--- src/rtl/uart_pkg.sv ---
// Shared UART definitions: receiver state encoding and baud timing helpers
// used by both the RX and TX sides.
package uart_pkg;

  typedef enum logic [2:0] {
    IDLE,
    START,
    DATA,
    STOP,
    BREAK
  } uart_rx_state_t;

  // Clock cycles per serial bit (integer division).
  function automatic int baud_period(input int clk_hz, input int sclk_hz);
    return clk_hz / sclk_hz;
  endfunction

  // Cycles from the start edge to the middle of the start bit.
  function automatic int baud_half(input int clk_hz, input int sclk_hz);
    return baud_period(clk_hz, sclk_hz) / 2;
  endfunction

endpackage

--- src/rtl/uart_rx_stream_if.sv ---
// Byte-stream side of the UART receiver: ready/valid data plus status pulses.
interface uart_rx_stream_if;
  logic [7:0] out_data;
  logic       out_valid;
  logic       out_ready;
  logic       frame_err;
  logic       overrun;

  modport master (
    output out_data, out_valid, frame_err, overrun,
    input  out_ready
  );

  modport slave (
    input  out_data, out_valid, frame_err, overrun,
    output out_ready
  );
endinterface

--- src/rtl/sync2.sv ---
// Two-flop synchronizer for asynchronous pin inputs; RST_VAL sets the value
// both stages take in reset (the pin's idle level).
module sync2 #(
  parameter logic RST_VAL = 1'b1
) (
  input  logic clk,
  input  logic reset_n,
  input  logic d,
  output logic q
);

  logic [1:0] sync_q;
  logic [1:0] sync_d;

  always_comb begin
    sync_d = {sync_q[0], d};
  end

  // NOTE: sequential state uses non-blocking assignments so every flop
  // samples the pre-edge values, independent of statement order.
  always_ff @(posedge clk or negedge reset_n) begin
    if (!reset_n) sync_q <= {2{RST_VAL}};
    else          sync_q <= sync_d;
  end

  assign q = sync_q[1];

endmodule

--- src/rtl/uart_rx_stream.sv ---
// 8N1 UART receiver feeding a one-entry ready/valid holding register, with
// single-cycle framing-error and overrun pulses.
module uart_rx_stream
  import uart_pkg::*;
#(
  parameter int CLK_HZ  = 100800000,
  parameter int SCLK_HZ = 115200
) (
  input  logic             clk,
  input  logic             reset_n,
  input  logic             uart_rxd,
  uart_rx_stream_if.master out_if
);

  localparam int PERIOD = baud_period(CLK_HZ, SCLK_HZ);
  localparam int HALF   = baud_half(CLK_HZ, SCLK_HZ);
  localparam int CNT_W  = $clog2(PERIOD);

  localparam logic [CNT_W-1:0] CNT_HALF_END = CNT_W'(HALF - 1);
  localparam logic [CNT_W-1:0] CNT_BIT_END  = CNT_W'(PERIOD - 1);

  logic           rxs;
  uart_rx_state_t state_q, state_d;
  logic [CNT_W-1:0] cnt_q, cnt_d;
  logic [2:0]     bit_idx_q, bit_idx_d;
  logic [7:0]     shift_q, shift_d;
  logic [7:0]     data_q, data_d;
  logic           valid_q, valid_d;
  logic           frame_err_q, frame_err_d;
  logic           overrun_q, overrun_d;
  logic           byte_done;

  sync2 #(.RST_VAL(1'b1)) u_sync (
    .clk     (clk),
    .reset_n (reset_n),
    .d       (uart_rxd),
    .q       (rxs)
  );

  always_comb begin
    // NOTE: every _d gets its default first so no branch can infer a latch.
    state_d     = state_q;
    cnt_d       = cnt_q;
    bit_idx_d   = bit_idx_q;
    shift_d     = shift_q;
    data_d      = data_q;
    valid_d     = valid_q;
    frame_err_d = 1'b0;
    overrun_d   = 1'b0;
    byte_done   = 1'b0;

    unique case (state_q)
      IDLE: begin
        cnt_d = '0;
        if (!rxs) state_d = START;
      end
      START: begin
        if (cnt_q == CNT_HALF_END) begin
          cnt_d = '0;
          if (rxs) begin
            state_d = IDLE;          // too short to be a start bit
          end else begin
            state_d   = DATA;
            bit_idx_d = '0;
          end
        end else begin
          cnt_d = cnt_q + CNT_W'(1);
        end
      end
      DATA: begin
        if (cnt_q == CNT_BIT_END) begin
          cnt_d     = '0;
          shift_d   = {rxs, shift_q[7:1]};
          bit_idx_d = bit_idx_q + 3'd1;
          if (bit_idx_q == 3'd7) state_d = STOP;
        end else begin
          cnt_d = cnt_q + CNT_W'(1);
        end
      end
      STOP: begin
        if (cnt_q == CNT_BIT_END) begin
          cnt_d = '0;
          if (rxs) begin
            byte_done = 1'b1;
            state_d   = IDLE;
          end else begin
            frame_err_d = 1'b1;
            state_d     = BREAK;
          end
        end else begin
          cnt_d = cnt_q + CNT_W'(1);
        end
      end
      BREAK: begin
        cnt_d = '0;
        if (rxs) state_d = IDLE;
      end
      default: begin
        state_d = IDLE;
        cnt_d   = '0;
      end
    endcase

    // A drain in the same cycle frees the slot for the incoming byte.
    if (byte_done) begin
      if (!valid_q || out_if.out_ready) begin
        data_d  = shift_q;
        valid_d = 1'b1;
      end else begin
        overrun_d = 1'b1;
      end
    end else if (valid_q && out_if.out_ready) begin
      valid_d = 1'b0;
    end
  end

  always_ff @(posedge clk or negedge reset_n) begin
    if (!reset_n) begin
      state_q     <= IDLE;
      cnt_q       <= '0;
      bit_idx_q   <= '0;
      shift_q     <= '0;
      data_q      <= '0;
      valid_q     <= 1'b0;
      frame_err_q <= 1'b0;
      overrun_q   <= 1'b0;
    end else begin
      state_q     <= state_d;
      cnt_q       <= cnt_d;
      bit_idx_q   <= bit_idx_d;
      shift_q     <= shift_d;
      data_q      <= data_d;
      valid_q     <= valid_d;
      frame_err_q <= frame_err_d;
      overrun_q   <= overrun_d;
    end
  end

  assign out_if.out_data  = data_q;
  assign out_if.out_valid = valid_q;
  assign out_if.frame_err = frame_err_q;
  assign out_if.overrun   = overrun_q;

endmodule
--- src/flat_wrapper.sv ---
// flat-port wrapper written by rule: the top's interface ports become plain ports
module uart_rx_stream_flat import uart_pkg::*;
#(
  parameter int CLK_HZ  = 100800000,
  parameter int SCLK_HZ = 115200
)
  (clk, reset_n, uart_rxd, out_if_out_data, out_if_out_valid, out_if_frame_err, out_if_overrun, out_if_out_ready);
  uart_rx_stream_if out_if_i ();
  input  logic clk;
  input  logic reset_n;
  input  logic uart_rxd;
  output wire logic [$bits(out_if_i.out_data)-1:0] out_if_out_data;
  output wire logic [$bits(out_if_i.out_valid)-1:0] out_if_out_valid;
  output wire logic [$bits(out_if_i.frame_err)-1:0] out_if_frame_err;
  output wire logic [$bits(out_if_i.overrun)-1:0] out_if_overrun;
  input wire logic [$bits(out_if_i.out_ready)-1:0] out_if_out_ready;
  assign out_if_out_data = out_if_i.out_data;
  assign out_if_out_valid = out_if_i.out_valid;
  assign out_if_frame_err = out_if_i.frame_err;
  assign out_if_overrun = out_if_i.overrun;
  assign out_if_i.out_ready = out_if_out_ready;
  uart_rx_stream #(.CLK_HZ(CLK_HZ), .SCLK_HZ(SCLK_HZ)) u_core (.clk(clk), .reset_n(reset_n), .uart_rxd(uart_rxd), .out_if(out_if_i));
endmodule
--- config.mk ---
export PLATFORM = sky130hd
export DESIGN_NAME = uart_rx_stream_flat
export DESIGN_NICKNAME = d
export VERILOG_FILES = /design/src/rtl/uart_pkg.sv /design/src/rtl/uart_rx_stream_if.sv /design/src/rtl/sync2.sv /design/src/rtl/uart_rx_stream.sv /design/src/flat_wrapper.sv
export SDC_FILE = /design/constraint.sdc
export NUM_CORES = 1
export LEC_CHECK = 0
export CAP_MARGIN = 10
export CORE_MARGIN = 1
export CORE_UTILIZATION = 55
export DETAILED_ROUTE_END_ITERATION = 7
export PLACE_DENSITY = 0.77
export SYNTH_ARGS = -nofsm -noshare
export SYNTH_HDL_FRONTEND = slang
export SYNTH_SLANG_ARGS = --single-unit
export TNS_END_PERCENT = 20
--- constraint.sdc ---
create_clock -name clk -period 5.53 [get_ports clk]
set_clock_uncertainty 0.05 [all_clocks]
set_input_delay 0.8295 -clock clk [delete_from_list [all_inputs] [get_ports clk]]
set_output_delay 0.8295 -clock clk [all_outputs]
set_load 0.02 [all_outputs]
==> impl_metrics.xml, run 1 <==
<?xml version="1.0" encoding="UTF-8"?>
<metrics>
  <group name="pwr">
    <metric name="power_leakage" unit="nW">0.9609</metric>
    <metric name="cell_internal_pwr" unit="mW">0.4142</metric>
    <metric name="total_power" unit="mW">0.5085</metric>
    <metric name="sequentialPowerShare" unit="%">53.6</metric>
    <metric name="p_sw_share" unit="%">18.54</metric>
    <metric name="clockPowerShare" unit="%">44.9</metric>
    <metric name="p_per_area" unit="mW/mm2">257.7</metric>
    <metric name="power.ir.vdd_worst" unit="uV">194.3</metric>
    <metric name="power.switching" unit="mW">0.09425</metric>
    <metric name="combinationalPowerShare" unit="%">1.5</metric>
  </group>
  <group name="global_routing">
    <metric name="grtUsageTotal" unit="%">19.07</metric>
    <metric name="grt_overflow_total" unit="">0</metric>
    <metric name="grt_antenna_before_repair" unit="">0</metric>
    <metric name="number_of_global_route_vias_before_repair" unit="">1063</metric>
    <metric name="grt_pass1_wl" unit="um">4623</metric>
    <metric name="largest_net_degree_at_the_start_of_global_routing" unit="">38</metric>
  </group>
  <group name="timing">
    <metric name="finalMaxSlewViolations" unit="">0</metric>
    <metric name="min_period" unit="ns">2.266</metric>
    <metric name="setup_repair_after_global_routing_missed_its_margin" unit="">false</metric>
    <metric name="fin_tns_setup" unit="ns">0</metric>
    <metric name="tightest_slew" unit="ns">0.5085</metric>
    <metric name="final_critical_path_setup_slack" unit="ns">3.264</metric>
    <metric name="finalHoldViolCount" unit="">0</metric>
    <metric name="fmax" unit="MHz">441.3</metric>
    <metric name="timing.max_slew.rel_slack" unit="%">65.92</metric>
    <metric name="finalSetupViolations" unit="">0</metric>
    <metric name="min_period_over_period" unit="%">40.97</metric>
  </group>
  <group name="hold_path">
    <metric name="timing.hold.worst_path_depth" unit="">0</metric>
    <metric name="min_path_type" unit="">reg2reg</metric>
  </group>
  <group name="synthesis">
    <metric name="ys_seq_elements" unit="">37</metric>
    <metric name="synth_largest_type_area_fraction" unit="%">51.21</metric>
    <metric name="syn-instance-count" unit="">135</metric>
    <metric name="ys_seq_area_share" unit="%">54.28</metric>
    <metric name="synth_top_area_cell" unit="">dfrtp_1</metric>
    <metric name="yosys_warnings" unit="">0</metric>
    <metric name="synth.distinct_cells" unit="">39</metric>
    <metric name="number_of_enable_type_register_cells_in_the_synthesized_netlist" unit="">0</metric>
    <metric name="yosys_most_used_dff" unit="">dfrtp_1</metric>
    <metric name="postSynthAreaPerCell" unit="um2">12.67</metric>
    <metric name="mappedNetlistArea" unit="mm2">0.001710</metric>
    <metric name="synth_async_sr_flop_share" unit="%">100.0</metric>
    <metric name="post_synth_net_total" unit="">144</metric>
    <metric name="ys_top_cells_by_area" unit="">dfrtp_1, mux2_4, mux2_2</metric>
  </group>
  <group name="clock_tree">
    <metric name="numCtsBuffers" unit="">5</metric>
    <metric name="worstSkewPairLatency" unit="ns">0.35</metric>
    <metric name="root_buffer" unit="">clkbuf_4</metric>
    <metric name="cts_setup_buffers" unit="">0</metric>
    <metric name="clkTransAtPathRegs" unit="ns">0.11</metric>
    <metric name="cts_max_level" unit="">2</metric>
    <metric name="cts_num_sinks" unit="">37</metric>
    <metric name="cts_tree" unit="">done</metric>
    <metric name="cts_buffer_depth" unit="">2</metric>
    <metric name="cts_hold_buffers" unit="">0</metric>
    <metric name="post_cts_sizing" unit="">0</metric>
  </group>
  <group name="floorplan">
    <metric name="die_area" unit="mm2">0.003337</metric>
    <metric name="core_area" unit="mm2">0.002853</metric>
    <metric name="initial_core_util" unit="%">59.96</metric>
    <metric name="die_h" unit="um">57.77</metric>
    <metric name="top_level_ports" unit="">15</metric>
    <metric name="std_cell_rows" unit="">19</metric>
    <metric name="die-width" unit="um">57.77</metric>
  </group>
  <group name="placed_design">
    <metric name="globalplace.congestion" unit="">0.7700</metric>
    <metric name="post-dp-hpwl" unit="um">1902</metric>
    <metric name="pre_cts_ws" unit="ns">2.986</metric>
    <metric name="numPortBuffers" unit="">14</metric>
  </group>
  <group name="routing">
    <metric name="drt_drc" unit="">4</metric>
    <metric name="vias" unit="">1056</metric>
    <metric name="dr.pass1.iters" unit="">6</metric>
    <metric name="drtAntennaViolNets" unit="">0</metric>
    <metric name="avgRoutedWirePerCell" unit="um">14.19</metric>
    <metric name="initial_drt_markers" unit="">37</metric>
    <metric name="via_per_inst" unit="">5.708</metric>
    <metric name="wirelength" unit="um">2626</metric>
  </group>
  <group name="setup_path">
    <metric name="endpoint_kind" unit="">flip-flop</metric>
    <metric name="timing.critical_path.from_type" unit="">flip-flop</metric>
    <metric name="timing.critical_path.arrival" unit="ns">2.46</metric>
    <metric name="crit_type" unit="">reg2reg</metric>
    <metric name="reg2reg_depth" unit="">6</metric>
    <metric name="cp_max_fo" unit="">8</metric>
    <metric name="worst-endpoint-required" unit="ns">5.73</metric>
  </group>
  <group name="final_layout">
    <metric name="antenna-diode-count" unit="">0</metric>
    <metric name="num-nets-final" unit="">162</metric>
    <metric name="layout_commonest_cell" unit="">dfrtp_1</metric>
    <metric name="drive_gt1_share" unit="%">20.78</metric>
    <metric name="syn_to_final_growth" unit="%">15.36</metric>
    <metric name="layout.cells.most_common_list" unit="">dfrtp_1, nor2_1, clkdlybuf4s50_1, mux2_2, mux2_4</metric>
  </group>
  <group name="run">
    <metric name="timing.max_cap.violations" unit="">0</metric>
  </group>
  <group name="run_status">
    <metric name="failed_checks" unit="">DRC</metric>
    <metric name="outcome" unit="">complete, but fails checks</metric>
  </group>
</metrics>
sequential cells by signal, summed over array words and instances, names as in the netlist:
| name | flops |
|---|---|
| u_core.state_q | 3 |
| u_core.shift_q | 8 |
| u_core.u_sync.sync_q | 2 |
| u_core.out_if.overrun | 1 |
| u_core.out_if.out_valid | 1 |
| u_core.cnt_q | 10 |
| u_core.out_if.frame_err | 1 |
| u_core.bit_idx_q | 3 |
| u_core.out_if.out_data | 8 |
kinds of logic after synthesis:
| group | Yosys count | share of synthesized area (%) |
|---|---|---|
| simple gates | 47 | 16.61 |
| flops | 37 | 54.28 |
| mux | 17 | 12.95 |
| compound gates | 11 | 5.267 |
| xor+xnor | 9 | 4.608 |
| buf+inv | 9 | 2.633 |
| fa+ha+maj | 5 | 3.658 |
path summary, 6_finish.rpt:
| path | startpoint | endpoint | slack (ns) |
|---|---|---|---|
| min in group asynchronous | reset_n | u_core.out_if.out_data[6] | 0.83 |
| min | u_core.u_sync.sync_q[0] | u_core.u_sync.sync_q[1] | 0.31 |
| max reg2reg | u_core.cnt_q[0] | u_core.out_if.out_data[2] | 3.26 |
| max | u_core.cnt_q[0] | u_core.out_if.out_data[2] | 3.26 |
| min reg2reg | u_core.u_sync.sync_q[0] | u_core.u_sync.sync_q[1] | 0.31 |
| max in group asynchronous | reset_n | u_core.u_sync.sync_q[0] | 4.26 |
synthesized netlist by cell type (2+ instances only):
cell and instances:
mux2_4 8, o21ai_0 2, nand2b_1 3, nor2b_1 2, nand3_1 3, dfrtp_1 35, buf_2 2, a22o_1 2
dfstp_2 2, nor4_1 2, inv_1 5, ha_1 5, mux2_2 9, xnor2_1 4, xor2_1 5, nand4_1 4
nand2_1 4, nor2_1 15, nor3_1 3
power groups by stage:
stage | logic (mW) | registers (mW) | clock network, mW
4_1_cts | 0.00819 | 0.273 | 0.236
6_report | 0.00771 | 0.273 | 0.228
3_3_place_gp | 0.00802 | 0.278 | 0
5_1_grt | 0.00933 | 0.273 | 0.245
3_5_place_dp | 0.00818 | 0.278 | 0
2_1_floorplan | 0.000443 | 0.278 | 0
area by class of cell:
cell class / instances / area [um2]
Sequential cell: 37 / 928.4
Fill cell: 223 / 879.6
Multi-Input combinational cell: 89 / 737.0
Timing Repair Buffer: 15 / 147.6
Clock inverter: 3 / 65.06
Tap cell: 31 / 38.79
Clock buffer: 5 / 37.54
Inverter: 5 / 18.77
layer usage:
metal  track usage [%]  up-vias  share of wire, %
li1                  -      515                 -
met1             21.33      515                44
met2             32.06       20                49
met3             7.589        6               4.4
met4             8.844        0               2.1
met5                 0        -                 0
critical path, cell delays in order (launching register included):
cell and delay (ns):
dfrtp_1 0.43, inv_1 0.10, ha_1 0.15, and4bb_4 0.26, nand4_4 0.17, or3b_1 0.63, mux2_4 0.37
metrics by stage:
stage	area, um2	cells	utilization, %	hold WS [ns]
after floorplan	1710	135	-	0.2952
after global placement	1871	177	65.57	0.2956
after detailed placement	1871	177	65.57	0.2982
after CTS	1973	185	69.17	0.3138
after global routing	1973	185	69.17	0.3149
final	1973	185	69.17	0.3125
Note: power is estimated with default switching activity, not from simulation.
==> inputs of run 2 (changes only) <==
--- a/config.mk
+++ b/config.mk
@@ -7,9 +7,9 @@
 export LEC_CHECK = 0
 export CAP_MARGIN = 10
 export CORE_MARGIN = 1
-export CORE_UTILIZATION = 55
+export CORE_UTILIZATION = 51
 export DETAILED_ROUTE_END_ITERATION = 7
-export PLACE_DENSITY = 0.77
+export PLACE_DENSITY = 0.75
 export SYNTH_ARGS = -nofsm -noshare
 export SYNTH_HDL_FRONTEND = slang
 export SYNTH_SLANG_ARGS = --single-unit
==> constraint.sdc (replaced) <==
create_clock -name clk -period 1.8 [get_ports clk]
set_clock_uncertainty 0.05 [all_clocks]
set_input_delay 0.27 -clock clk [delete_from_list [all_inputs] [get_ports clk]]
set_output_delay 0.27 -clock clk [all_outputs]
set_load 0.02 [all_outputs]
==> run 2 against run 1 <==
The flow finishes with violations (setup timing); cell count rose by 21%; setup slack got worse by 3.4 ns; maximum frequency rose by 16%; largest power group unchanged.
==> impl_metrics.xml, run 2 (same netlist as run 1, synthesis figures left out) <==
<?xml version="1.0" encoding="UTF-8"?>
<metrics>
  <group name="run_status">
    <metric name="outcome" unit="">complete, but fails checks</metric>
    <metric name="failed_checks" unit="">setup timing</metric>
  </group>
  <group name="setup_path">
    <metric name="timing.critical_path.from_type" unit="">flip-flop</metric>
    <metric name="cp_max_fo" unit="">8</metric>
    <metric name="worst-endpoint-required" unit="ns">2.00</metric>
    <metric name="reg2reg_depth" unit="">7</metric>
    <metric name="crit_type" unit="">reg2reg</metric>
    <metric name="endpoint_kind" unit="">flip-flop</metric>
    <metric name="timing.critical_path.arrival" unit="ns">2.14</metric>
  </group>
  <group name="pwr">
    <metric name="power_leakage" unit="nW">1.110</metric>
    <metric name="total_power" unit="mW">1.563</metric>
    <metric name="p_per_area" unit="mW/mm2">683.3</metric>
    <metric name="clockPowerShare" unit="%">44.5</metric>
    <metric name="combinationalPowerShare" unit="%">2.0</metric>
    <metric name="power.ir.vdd_worst" unit="uV">442.3</metric>
    <metric name="sequentialPowerShare" unit="%">53.5</metric>
    <metric name="power.switching" unit="mW">0.2858</metric>
    <metric name="cell_internal_pwr" unit="mW">1.277</metric>
    <metric name="p_sw_share" unit="%">18.29</metric>
  </group>
  <group name="global_routing">
    <metric name="globalRoute.busiestLayer" unit="">met2</metric>
    <metric name="met2_usage" unit="%">34.44</metric>
    <metric name="gr_layer_usage_met1" unit="%">22.89</metric>
    <metric name="met3_usage" unit="%">7.143</metric>
    <metric name="grt_pass1_wl" unit="um">5202</metric>
    <metric name="largest_net_degree_at_the_start_of_global_routing" unit="">38</metric>
    <metric name="grtUsageTotal" unit="%">20.80</metric>
    <metric name="number_of_global_route_vias_before_repair" unit="">1192</metric>
    <metric name="grt_antenna_before_repair" unit="">0</metric>
    <metric name="grt_overflow_total" unit="">0</metric>
  </group>
  <group name="floorplan">
    <metric name="die-width" unit="um">59.91</metric>
    <metric name="core_area" unit="mm2">0.003128</metric>
    <metric name="std_cell_rows" unit="">20</metric>
    <metric name="die_area" unit="mm2">0.003589</metric>
    <metric name="top_level_ports" unit="">15</metric>
    <metric name="initial_core_util" unit="%">54.68</metric>
    <metric name="die_h" unit="um">59.91</metric>
  </group>
  <group name="final_layout">
    <metric name="registers.top_by_ff_count" unit="">u_core.cnt_q</metric>
    <metric name="antenna-diode-count" unit="">0</metric>
    <metric name="syn_to_final_growth" unit="%">33.72</metric>
    <metric name="final_core_util" unit="%">73.12</metric>
    <metric name="num-nets-final" unit="">188</metric>
    <metric name="largest_reg_flops" unit="">10</metric>
    <metric name="layout_commonest_cell" unit="">dfrtp_1</metric>
    <metric name="drive_gt1_share" unit="%">38.33</metric>
    <metric name="layout.cells.most_common_list" unit="">dfrtp_1, buf_4, clkdlybuf4s50_1, nor2_1, mux2_2</metric>
  </group>
  <group name="clock_tree">
    <metric name="clkTransAtPathRegs" unit="ns">0.11</metric>
    <metric name="worstSkewPairLatency" unit="ns">0.35</metric>
    <metric name="root_buffer" unit="">clkbuf_4</metric>
    <metric name="cts_hold_buffers" unit="">0</metric>
    <metric name="cts_num_sinks" unit="">37</metric>
    <metric name="cts_max_level" unit="">2</metric>
    <metric name="cts_buffer_depth" unit="">2</metric>
    <metric name="cts_tree" unit="">done</metric>
    <metric name="numCtsBuffers" unit="">5</metric>
  </group>
  <group name="routing">
    <metric name="initial_drt_markers" unit="">45</metric>
    <metric name="dr.pass1.iters" unit="">4</metric>
    <metric name="vias" unit="">1189</metric>
    <metric name="avgRoutedWirePerCell" unit="um">14.92</metric>
    <metric name="via_per_inst" unit="">5.308</metric>
    <metric name="wirelength" unit="um">3342</metric>
    <metric name="drtAntennaViolNets" unit="">0</metric>
    <metric name="drt_drc" unit="">0</metric>
  </group>
  <group name="timing">
    <metric name="setup_repair_after_global_routing_missed_its_margin" unit="">true</metric>
    <metric name="tightest_slew" unit="ns">0.4021</metric>
    <metric name="finalHoldViolCount" unit="">0</metric>
    <metric name="fmax" unit="MHz">512.9</metric>
    <metric name="finalSetupViolations" unit="">14</metric>
    <metric name="timing.max_slew.rel_slack" unit="%">72.94</metric>
    <metric name="fin_tns_setup" unit="ns">-1.204</metric>
    <metric name="min_period" unit="ns">1.950</metric>
    <metric name="final_critical_path_setup_slack" unit="ns">-0.1497</metric>
    <metric name="finalMaxSlewViolations" unit="">0</metric>
    <metric name="worst_hold_slack" unit="ns">0.2282</metric>
    <metric name="min_period_over_period" unit="%">108.3</metric>
  </group>
  <group name="run">
    <metric name="timing.max_cap.violations" unit="">0</metric>
  </group>
  <group name="placed_design">
    <metric name="post-dp-hpwl" unit="um">2324</metric>
    <metric name="numPortBuffers" unit="">14</metric>
    <metric name="globalplace.congestion" unit="">0.9111</metric>
  </group>
  <group name="hold_path">
    <metric name="min_path_type" unit="">in2async</metric>
  </group>
</metrics>
==> run 2: cell count changes in the layout (fill, tap and decap cells not counted), sizes merged <==
cell / delta
buf: +26
==> run 2: per-stage QoR <==
stage          area (um2)  cells  worst slack (ns)
2_1_floorplan        1710    135           -0.1948
3_3_place_gp         2079    214           -0.1268
3_5_place_dp         2079    214           -0.1885
4_1_cts              2225    224           -0.1639
5_1_grt              2287    224           -0.2013
6_report             2287    224           -0.1497
==> run 2: critical path, cell delays in order, from the launching register on <==
cell and delay, ns:
dfrtp_1 0.41, inv_2 0.09, ha_4 0.12, and4bb_4 0.26, nand4_4 0.08, or3b_1 0.38
buf_6 0.16, mux2_4 0.30
==> run 2: final cells by class <==
| class | instances | area, um2 |
|---|---|---|
| Clock buffer | 5 | 37.54 |
| Inverter | 5 | 18.77 |
| Sequential cell | 37 | 928.4 |
| Tap cell | 44 | 55.05 |
| Clock inverter | 3 | 65.06 |
| Fill cell | 226 | 840.8 |
| Multi-Input combinational cell | 89 | 812.0 |
| Timing Repair Buffer | 41 | 370.4 |
==> run 2: path summary, 6_finish.rpt <==
check                                            end  slack (ns)                     from
setup / recovery           u_core.out_if.out_data[7]       -0.15          u_core.cnt_q[0]
setup reg to reg           u_core.out_if.out_data[7]       -0.15          u_core.cnt_q[0]
hold / removal                     u_core.shift_q[0]        0.23                  reset_n
max in group asynchronous    u_core.u_sync.sync_q[1]        1.21                  reset_n
hold reg to reg              u_core.u_sync.sync_q[1]        0.31  u_core.u_sync.sync_q[0]
min in group clk             u_core.u_sync.sync_q[0]        0.28                 uart_rxd
==> run 2: timing repair <==
item                                    CTS  global route
pin swaps                                 5             4
endpoints found under the setup margin   12            22
setup buffers                             2             1
gates cloned                              0             1
gates resized for setup                   7            14
==> run 2: per-layer routing <==
metal,vias up,routed length (um)
met5,-,0
li1,569,-
met3,8,117
met1,589,1367
met2,23,1755
met4,0,102
==> run 2: power by group through the flow <==
stage / registers [mW] / clock network, mW / logic (mW)
CTS: 0.836 / 0.718 / 0.0330
global route: 0.836 / 0.747 / 0.0363
floorplan: 0.853 / 0 / 0.00136
global placement: 0.852 / 0 / 0.0317
finish: 0.836 / 0.695 / 0.0318
detailed placement: 0.852 / 0 / 0.0330
